<file path="config.mk">
export PLATFORM = sky130hd
export DESIGN_NAME = mcpu_fetch_unit_flat
export DESIGN_NICKNAME = d
export VERILOG_FILES = /design/src/rtl/mcpu_pkg.sv /design/src/rtl/mcpu_fetch_unit_if.sv /design/src/rtl/mcpu_fetch_fifo.sv /design/src/rtl/mcpu_fetch_unit.sv /design/src/flat_wrapper.sv
export SDC_FILE = /design/constraint.sdc
export NUM_CORES = 1
export LEC_CHECK = 0
export BUFFER_PORTS_ARGS = -buffer_cell sky130_fd_sc_hd__buf_2
export CAP_MARGIN = 20
export CORE_MARGIN = 4
export CORE_UTILIZATION = 40
export DETAILED_ROUTE_END_ITERATION = 10
export PLACE_DENSITY = 0.69
export SYNTH_ARGS = -nofsm -noshare
export SYNTH_HDL_FRONTEND = slang
export SYNTH_HIERARCHICAL = 1
export SYNTH_SLANG_ARGS = --single-unit
</file>
<file path="constraint.sdc">
create_clock -name clk -period 3.2 [get_ports clk]
set_clock_uncertainty 0.2 [all_clocks]
set_input_delay 0.32 -clock clk [delete_from_list [all_inputs] [get_ports clk]]
set_output_delay 0.32 -clock clk [all_outputs]
set_load 0.02 [all_outputs]
</file>
<file path="src/rtl/mcpu_pkg.sv">
// Shared MCPU fetch-path types and default widths.
package mcpu_pkg;

    localparam int unsigned DefWordSize  = 8;
    localparam int unsigned DefAddrWidth = 8;
    localparam int unsigned CntWidth     = 16;

    typedef struct packed {
        logic [DefAddrWidth-1:0] pc;
        logic [DefWordSize-1:0]  word;
    } fetch_entry_t;

endpackage

</file>
<file path="src/rtl/mcpu_fetch_unit_if.sv">
// Fetch-stage bus: RAM instruction port, control inputs and decode handshake.
// Perf counter signals exist only when MCPU_FETCH_PERF_EN is defined.
interface mcpu_fetch_unit_if #(
    parameter int unsigned WORD_SIZE  = mcpu_pkg::DefWordSize,
    parameter int unsigned ADDR_WIDTH = mcpu_pkg::DefAddrWidth
);
    logic [ADDR_WIDTH-1:0] instraddr;
    logic [WORD_SIZE-1:0]  instrrd;
    logic                  halt;
    logic                  redirect;
    logic [ADDR_WIDTH-1:0] redirect_pc;
    logic                  instr_valid;
    logic [WORD_SIZE-1:0]  instr_data;
    logic [ADDR_WIDTH-1:0] instr_pc;
    logic                  instr_ready;
`ifdef MCPU_FETCH_PERF_EN
    logic [mcpu_pkg::CntWidth-1:0] fetch_count;
    logic [mcpu_pkg::CntWidth-1:0] flush_count;

    modport master (
        output instraddr, instr_valid, instr_data, instr_pc, fetch_count, flush_count,
        input  instrrd, halt, redirect, redirect_pc, instr_ready
    );
    modport slave (
        input  instraddr, instr_valid, instr_data, instr_pc, fetch_count, flush_count,
        output instrrd, halt, redirect, redirect_pc, instr_ready
    );
`else
    modport master (
        output instraddr, instr_valid, instr_data, instr_pc,
        input  instrrd, halt, redirect, redirect_pc, instr_ready
    );
    modport slave (
        input  instraddr, instr_valid, instr_data, instr_pc,
        output instrrd, halt, redirect, redirect_pc, instr_ready
    );
`endif
endinterface

</file>
<file path="src/rtl/mcpu_fetch_fifo.sv">
// Prefetch FIFO of fetch entries with push, pop, flush and occupancy count.
module mcpu_fetch_fifo
    import mcpu_pkg::*;
#(
    parameter  int unsigned Depth = 4,
    localparam int unsigned PtrW  = $clog2(Depth),
    localparam int unsigned CntW  = $clog2(Depth + 1)
) (
    input  logic              clk,
    input  logic              reset,
    input  logic              push_i,
    input  fetch_entry_t      entry_i,
    input  logic              pop_i,
    input  logic              flush_i,
    output fetch_entry_t      head_o,
    output logic [CntW-1:0]   count_o
);

    fetch_entry_t    mem_q [Depth];
    logic [PtrW-1:0] wr_ptr_q, wr_ptr_d;
    logic [PtrW-1:0] rd_ptr_q, rd_ptr_d;
    logic [CntW-1:0] count_q, count_d;

    always_comb begin
        wr_ptr_d = wr_ptr_q;
        rd_ptr_d = rd_ptr_q;
        count_d  = count_q;
        if (flush_i) begin
            wr_ptr_d = '0;
            rd_ptr_d = '0;
            count_d  = '0;
        end else begin
            if (push_i) wr_ptr_d = wr_ptr_q + PtrW'(1);
            if (pop_i)  rd_ptr_d = rd_ptr_q + PtrW'(1);
            if (push_i && !pop_i) count_d = count_q + CntW'(1);
            if (!push_i && pop_i) count_d = count_q - CntW'(1);
        end
    end

    always_ff @(posedge clk or posedge reset) begin
        if (reset) begin
            wr_ptr_q <= '0;
            rd_ptr_q <= '0;
            count_q  <= '0;
        end else begin
            wr_ptr_q <= wr_ptr_d;
            rd_ptr_q <= rd_ptr_d;
            count_q  <= count_d;
        end
    end

    always_ff @(posedge clk) begin
        if (push_i && !flush_i) mem_q[wr_ptr_q] <= entry_i;
    end

    // Empty FIFO presents zeros rather than stale storage.
    assign head_o  = (count_q != '0) ? mem_q[rd_ptr_q] : '0;
    assign count_o = count_q;

endmodule

</file>
<file path="src/rtl/mcpu_fetch_unit.sv">
// MCPU instruction fetch/prefetch stage with redirect flush.
// Optional perf counters are built when MCPU_FETCH_PERF_EN is defined.
module mcpu_fetch_unit
    import mcpu_pkg::*;
#(
    parameter int unsigned           WORD_SIZE  = DefWordSize,
    parameter int unsigned           ADDR_WIDTH = DefAddrWidth,
    parameter int unsigned           FIFO_DEPTH = 4,
    parameter logic [ADDR_WIDTH-1:0] RESET_PC   = '0
) (
    input logic                 clk,
    input logic                 reset,
    mcpu_fetch_unit_if.master   bus
);

    localparam int unsigned CntW = $clog2(FIFO_DEPTH + 1);

    logic [ADDR_WIDTH-1:0] pc_q, pc_d;
    logic [CntW-1:0]       count;
    logic                  full, push, pop, valid;
    fetch_entry_t          push_entry, head;

    assign full  = (count == CntW'(FIFO_DEPTH));
    assign push  = !bus.halt && !bus.redirect && !full;
    assign valid = (count != '0) && !bus.redirect;
    assign pop   = valid && bus.instr_ready;

    always_comb begin
        push_entry      = '0;
        push_entry.pc   = pc_q;
        push_entry.word = bus.instrrd;
    end

    always_comb begin
        pc_d = pc_q;
        if (bus.redirect)  pc_d = bus.redirect_pc;
        else if (push)     pc_d = pc_q + ADDR_WIDTH'(1);
    end

    always_ff @(posedge clk or posedge reset) begin
        if (reset) pc_q <= RESET_PC;
        else       pc_q <= pc_d;
    end

    mcpu_fetch_fifo #(
        .Depth (FIFO_DEPTH)
    ) u_fifo (
        .clk     (clk),
        .reset   (reset),
        .push_i  (push),
        .entry_i (push_entry),
        .pop_i   (pop),
        .flush_i (bus.redirect),
        .head_o  (head),
        .count_o (count)
    );

    assign bus.instraddr   = pc_q;
    assign bus.instr_valid = valid;
    assign bus.instr_data  = head.word;
    assign bus.instr_pc    = head.pc;

`ifdef MCPU_FETCH_PERF_EN
    logic [CntWidth-1:0] fetch_count_q, fetch_count_d;
    logic [CntWidth-1:0] flush_count_q, flush_count_d;
    logic [CntWidth:0]   flush_sum;

    always_comb begin
        fetch_count_d = fetch_count_q;
        flush_count_d = flush_count_q;
        flush_sum     = {1'b0, flush_count_q} + (CntWidth + 1)'(count);
        if (push && fetch_count_q != '1) fetch_count_d = fetch_count_q + CntWidth'(1);
        if (bus.redirect) flush_count_d = flush_sum[CntWidth] ? '1 : flush_sum[CntWidth-1:0];
    end

    always_ff @(posedge clk or posedge reset) begin
        if (reset) begin
            fetch_count_q <= '0;
            flush_count_q <= '0;
        end else begin
            fetch_count_q <= fetch_count_d;
            flush_count_q <= flush_count_d;
        end
    end

    assign bus.fetch_count = fetch_count_q;
    assign bus.flush_count = flush_count_q;
`endif

endmodule

</file>
<file path="src/flat_wrapper.sv">
// flat-port wrapper written by rule: the top's interface ports become plain ports
module mcpu_fetch_unit_flat import mcpu_pkg::*;
#(
    parameter int unsigned           WORD_SIZE  = DefWordSize,
    parameter int unsigned           ADDR_WIDTH = DefAddrWidth,
    parameter int unsigned           FIFO_DEPTH = 4,
    parameter logic [ADDR_WIDTH-1:0] RESET_PC   = '0
)
  (clk, reset, bus_instraddr, bus_instr_valid, bus_instr_data, bus_instr_pc, bus_instrrd, bus_halt, bus_redirect, bus_redirect_pc, bus_instr_ready);
  mcpu_fetch_unit_if #(.WORD_SIZE(WORD_SIZE), .ADDR_WIDTH(ADDR_WIDTH)) bus_i ();
  input logic clk;
  input logic reset;
  output wire logic [$bits(bus_i.instraddr)-1:0] bus_instraddr;
  output wire logic [$bits(bus_i.instr_valid)-1:0] bus_instr_valid;
  output wire logic [$bits(bus_i.instr_data)-1:0] bus_instr_data;
  output wire logic [$bits(bus_i.instr_pc)-1:0] bus_instr_pc;
  input wire logic [$bits(bus_i.instrrd)-1:0] bus_instrrd;
  input wire logic [$bits(bus_i.halt)-1:0] bus_halt;
  input wire logic [$bits(bus_i.redirect)-1:0] bus_redirect;
  input wire logic [$bits(bus_i.redirect_pc)-1:0] bus_redirect_pc;
  input wire logic [$bits(bus_i.instr_ready)-1:0] bus_instr_ready;
  assign bus_instraddr = bus_i.instraddr;
  assign bus_instr_valid = bus_i.instr_valid;
  assign bus_instr_data = bus_i.instr_data;
  assign bus_instr_pc = bus_i.instr_pc;
  assign bus_i.instrrd = bus_instrrd;
  assign bus_i.halt = bus_halt;
  assign bus_i.redirect = bus_redirect;
  assign bus_i.redirect_pc = bus_redirect_pc;
  assign bus_i.instr_ready = bus_instr_ready;
  mcpu_fetch_unit #(.WORD_SIZE(WORD_SIZE), .ADDR_WIDTH(ADDR_WIDTH), .FIFO_DEPTH(FIFO_DEPTH), .RESET_PC(RESET_PC)) u_core (.clk(clk), .reset(reset), .bus(bus_i));
endmodule
</file>
After elaboration in Yosys (flattened, before gate mapping)
Memories as Yosys holds them, arrays and structs flattened.
Cells that the tools add are included.
- add/sub/neg operators: 5
- multiplexer cells: 12
- equality and inequality tests: 1
- reduce and logical (&&, ||, !) cells: 16
- operators with widths (cell ; count):
    $mux 16 ; 1
    $mux 8 ; 2
    $mux 3 ; 3
    $add 8x1->8 const B ; 1
    $mux 2 ; 4
    $logic_and 1x1->1 ; 7
    $reduce_bool 3->1 ; 2
    $logic_not 1->1 ; 5
    $add 2x1->2 const B ; 2
    $reduce_bool 2->1 ; 2
    $add 3x1->3 const B ; 1
    $eq 3x3->1 const B ; 1
    $sub 3x1->3 const B ; 1
    $mux 1 ; 2
- bits in writable memories: 64
- register bits after elaboration: 15
- word-level logic and storage cells: 39
- bits of input ports: 21
- memories: 1
- output and inout port bits: 25
- memories (name ; words ; width ; rd ports ; clocked after Yosys merged registers in ; wr ports ; RTL line ; RTL):
    u_core.u_fifo.mem_q ; 4 ; 16 ; 1 ; 0 ; 1 ; mcpu_fetch_fifo.sv:19 ; fetch_entry_t mem_q [Depth];

Logic depth before layout (Yosys ltp)
- depth after elaboration: 8
- depth in mapped cells: 9
- gate-level depth less buffers: 8

Modules after synthesis
Netlist, hierarchy kept.
- modules (own cells, without submodules) (module ; times used ; cells each ; sequential area each (sq um) ; area an instance (sq um)):
    mcpu_fetch_fifo ; 1 ; 144 ; 2097.0 ; 2900.3
    mcpu_fetch_unit ; 1 ; 60 ; 200.2 ; 546.8

Least setup slack after synthesis
Ideal clock, no wire load.
- kind: in2reg
- start point: in bus_redirect
- end point: reg u_core.u_fifo.count_q[2] (netlist: u_core/u_fifo/count_o[2])
- buffers on the path: 1
- arrival time: 1931 ps
- stages on the path: 8
- slack: 937 ps
- cells stage by stage: clkbuf_1 > nor2_1 > and2_1 > nor2b_1 > fa_1 > nor3b_1 > o21ai_0 > nor3b_1
- elaborated cells between the ends (all ways): 12
- classes of those cells: 2 x mux; 10 x reduce/logical
- RTL lines (item ; RTL line ; RTL):
    start: declaration ; flat_wrapper.sv:19 ; input wire logic [$bits(bus_i.redirect)-1:0] bus_redirect;
    $logic_not 1->1 (*) ; mcpu_fetch_unit.sv:25 ; assign valid = (count != '0) && !bus.redirect;
    $logic_and 1x1->1 (*) ; mcpu_fetch_unit.sv:25 ;
    net bus_instr_valid ; flat_wrapper.sv:14 ; output wire logic [$bits(bus_i.instr_valid)-1:0] bus_instr_valid;
    $logic_and 1x1->1 (*) ; mcpu_fetch_unit.sv:26 ; assign pop = valid && bus.instr_ready;
    net u_core.pop ; mcpu_fetch_unit.sv:20 ; logic full, push, pop, valid;
    $logic_and 1x1->1 or $logic_not 1->1 (tied branches) ; mcpu_fetch_fifo.sv:36, mcpu_fetch_fifo.sv:35 ;
    $mux 3 or $logic_and 1x1->1 (tied branches) ; mcpu_fetch_fifo.sv:36, mcpu_fetch_fifo.sv:35 ;
    $mux 3 or $reduce_bool 3->1 (tied branches) ; - ;
    end signal: assignment ; mcpu_fetch_fifo.sv:48 ; count_q <= count_d;
    end: declaration ; mcpu_fetch_fifo.sv:22 ; logic [CntW-1:0] count_q, count_d;
The timed path passes the listed nets; every way through them passes the cells marked *.
A chain may end at the register's enable or synchronous reset.

Worst setup path after layout
- start point: reg u_core.u_fifo.count_q[2] (netlist: u_core/u_fifo/count_o[2])
- end point: reg u_core.u_fifo.count_q[2] (netlist: u_core/u_fifo/count_o[2])
- cells in the longest elaborated chain, start to end: 7
- elaborated cells between the ends (all ways): 16
- classes of those cells: 2 x add/sub; 1 x eq/ne; 3 x mux; 10 x reduce/logical
- RTL lines (item ; RTL line ; RTL):
    $eq 3x3->1 (*) ; mcpu_fetch_unit.sv:23 ; assign full = (count == CntW'(FIFO_DEPTH));
    $logic_not 1->1 (*) ; mcpu_fetch_unit.sv:24 ; assign push = !bus.halt && !bus.redirect && !full;
    $logic_and 1x1->1 (*) ; mcpu_fetch_unit.sv:24 ;
    net u_core.push ; mcpu_fetch_unit.sv:20 ;
    $logic_not 1->1 ; mcpu_fetch_fifo.sv:36 ; if (!push_i && pop_i) count_d = count_q - CntW'(1);
    $logic_and 1x1->1 ; mcpu_fetch_fifo.sv:36 ;
    $mux 3 ; mcpu_fetch_fifo.sv:36 ;
    $mux 3 ; mcpu_fetch_fifo.sv:28 ; if (flush_i) begin
The timed path passes the listed nets; every way through them passes the cells marked *. The select of a mux whose other input is x is not followed.

==> results by group <==
Status
  • Outcome: completed

Cells and area
  • Filler cells: 699
  • Footprint of the multi-input gates: 1060 um^2
  • N_diodes: 0
  • Most common cell after layout, fill and taps aside: edfxtp_1
  • Final #Nets: 297
  • Layout cells sized above 1: 28.4%
  • Final core utilization: 49.6%
  • FF+latch area: 2300 um^2
  • Layout area overhead: 19.5%
  • Most frequent cells in the layout: 64 x edfxtp_1, 45 x buf_2, 15 x dfrtp_1

Worst setup path
  • Critical Path AT: 2780 ps
  • Critical Path RT: 3260 ps
  • Critical Path Start: u_core/u_fifo/count_o[2]
  • CP max stage cell: nor3_1
  • Buf/Inv on CP: 0
  • CP Class: reg -> reg
  • Delay-heaviest family, CP: simple AND/OR/NAND/NOR gates
  • Critical Path Start Type: flop
  • Worst-path fanout max: 17
  • Worst R2R Start: u_core/u_fifo/count_o[2]
  • Worst path cell trace: nor3b_2 -> nor3_1 -> nor2b_1 -> fa_1 -> and3b_1 -> o21ai_0 -> nor3b_1
  • Crit. End Element: flop
  • CP max stage delay: 650 ps

Clocking
  • Clk Tree Root Cell: clkbuf_8
  • Clk sinks: 79
  • Worst-path clk slew: 80 ps
  • Post-cts sizing count: 0
  • H-Tree Depth: 3
  • CTS tree: built
  • Clk_lat worst skew: 340 ps
  • Longest Clk Path Bufs: 2
  • Cts bufs inserted: 9

Synthesis
  • Syn_nets: 231
  • Register bit count reported by yosys: 79
  • Average size of a mapped cell: 16.9 um^2
  • Yosys top cell area share: 55.8%
  • Number of synthesized flops with an enable pin: 64
  • Synth top area cells: edfxtp_1 56%, dfrtp_1 11%, mux4_1 6.1%
  • Seq/Total Area, Yosys: 66.6%
  • Async set-or-reset flop fraction in the synthesized netlist: 19.0%
  • Main synth FF type: edfxtp_1
  • Mapped Area: 3450 um^2
  • Largest area contributor in the netlist: edfxtp_1
  • Yosys warns: 6
  • Number of distinct library cells after synthesis: 35
  • Post-Syn Instances: 204

STA
  • Final setup TNS: 0 ps
  • Slew Viols, Final: 0
  • Period utilization: 84.8%
  • Setup violations, final: 0
  • Rel. slew slack: 45.6%
  • Max Clock Freq: 368 MHz
  • Least-Margin Pin Slew: 810 ps
  • Hold Violations, Final: 0
  • RSZ-0062 raised after global routing: no
  • Fin crit period: 2710 ps

Die
  • Die Wd: 101 um
  • Die height: 101 um
  • Initial core utilization: 41.5%
  • I/O pins: 46
  • DIE AREA: 10200 um^2
  • Row count: 33
  • Core area: 8300 um^2

Drt
  • Metal2 WL: 2950 um
  • DRC Markers: 0
  • Mean routed wirelength per cell: 16.1 um
  • Total wire length: 6130 um
  • Met3 WL: 403 um
  • Via Count: 1955
  • Top sig layer: met4
  • TritonRoute pass-1 iters: 4
  • Via/cell ratio: 5.14
  • Final ANT Viol Nets: 0
  • Starting DRT DRC Count: 70
  • DRT met1 WL: 2740 um

Place
  • RePlAce Congestion: 0.840
  • IO Port Bufs: 45
  • Detailed placer's ending HPWL: 4090 um

Hold path
  • Hold_sp: bus_redirect_pc[3]
  • HP Class: in -> reg

Power and ir drop
  • Sw frac: 25.2%
  • Pwr Density: 570 nW/um^2
  • Clk pwr share: 32.3%
  • Comb pwr share: 16.3%
  • Maximum vdd drop: 0.234 mV
  • Switch Pwr: 0.591 mW
  • Flop pwr share: 51.4%
  • Internal cell power: 1.76 mW
  • Static Leak: 1.56 nW

Global routing
  • Antenna violations before repair: 0
  • Vias in the first global route: 1943
  • First-pass GRT wire length: 9870 um
  • Total gr overflow: 0
  • Largest net degree at the start of global routing: 22
  • Tot GR Track Use: 13.0%

Flow run
  • Number of max-cap violations: 0
[worst reg2reg max path: cells and delay by family, from the launching register on]
kind | cells | cell delay (ps)
fa+ha+maj | 1 | 420
simple gates | 5 | 1450
flops | 1 | 420
compound gates | 1 | 150
[repair_timing]
item                                   4_1_cts  5_1_grt
endpoints found under the hold margin       50        0
hold buffers                                12        0
setup buffers                                0        0
[through the flow]
step | instance area [um^2] | power, mW | hold WS, ps | std cells | worst slack (ps)
final | 4120 | 2.35 | 20.8 | 380 | 486
after global routing | 4120 | 2.47 | 6.43 | 380 | 238
after CTS | 4120 | 2.38 | 3.68 | 380 | 458
after detailed placement | 3790 | 1.61 | 83.7 | 352 | 481
after global placement | 3790 | 1.60 | 77.8 | 352 | 582
after floorplan | 3450 | 1.48 | -76.6 | 204 | 937
[flip-flops by register name, summed over array words and instances (netlist names)]
signal                  cells
u_core/u_fifo/mem_q        64
u_core/bus.instraddr        8
u_core/u_fifo/rd_ptr_q      2
u_core/u_fifo/count_o       3
u_core/u_fifo/wr_ptr_q      2
[logic make-up (layout without fill, tap and decap cells)]
kind of cell,after synthesis,after routing,synth area share (%)
buffers and inverters,16,87,2.79
muxes,18,18,11.9
AOI/OAI and AO/OA,14,14,2.79
DFF,79,79,66.6
adders and majority gates,6,6,2.40
and+or+nand+nor,66,66,12.2
xor gates and xnor gates,5,5,1.27
[path summary, 6_finish.rpt]
check | end | slack (ps) | cells past startpoint
max reg2reg | u_core/u_fifo/count_o[2] | 490 | 7
max | u_core/u_fifo/count_o[2] | 490 | 7
min | u_core/bus.instraddr[3] | 20 | 3
min in group asynchronous | u_core/u_fifo/count_o[2] | 260 | 3
max in group asynchronous | u_core/bus.instraddr[6] | 2280 | 3
min reg2reg | u_core/u_fifo/rd_ptr_q[0] | 400 | 2
[synthesized netlist by cell type, types with 2 or more instances]
| cell type | n |
|---|---|
| nor3b_1 | 3 |
| xnor2_1 | 3 |
| nor2_1 | 11 |
| edfxtp_1 | 64 |
| nand3_1 | 5 |
| o31ai_1 | 4 |
| nor3_1 | 4 |
| o211ai_1 | 3 |
| a31oi_1 | 4 |
| o21ai_0 | 2 |
| mux2i_1 | 2 |
| ha_1 | 5 |
| nand2_1 | 5 |
| mux4_1 | 8 |
| buf_6 | 2 |
| or4_1 | 7 |
| dfrtp_1 | 15 |
| and2b_1 | 9 |
| and2_1 | 5 |
| buf_2 | 4 |
| nor2b_1 | 10 |
| clkbuf_1 | 3 |
| xor2_1 | 2 |
| inv_1 | 6 |
| mux4_2 | 8 |
[layout make-up]
class / count / area share, %
Timing Repair Buffer: 65 / 9.84
Inverter: 6 / 0.547
Clock buffer: 11 / 3.19
Multi-Input combinational cell: 109 / 25.7
Tap cell: 105 / 3.19
Clock inverter: 5 / 1.76
Sequential cell: 79 / 55.8
[routing by layer]
| metal | global-route usage, % | up-vias |
|---|---|---|
| met5 | 0 | - |
| met4 | 4.04 | 0 |
| met3 | 4.78 | 4 |
| met2 | 20.4 | 62 |
| met1 | 17.0 | 954 |
| li1 | - | 935 |
[power by group through the flow]
stage | clock network, mW | registers (mW) | logic (mW)
after CTS | 0.778 | 1.21 | 0.390
after detailed placement | 0 | 1.23 | 0.378
after floorplan | 0 | 1.23 | 0.252
after global routing | 0.832 | 1.21 | 0.419
after global placement | 0 | 1.23 | 0.375
final | 0.758 | 1.21 | 0.382
(Power assumes the default switching activity.)
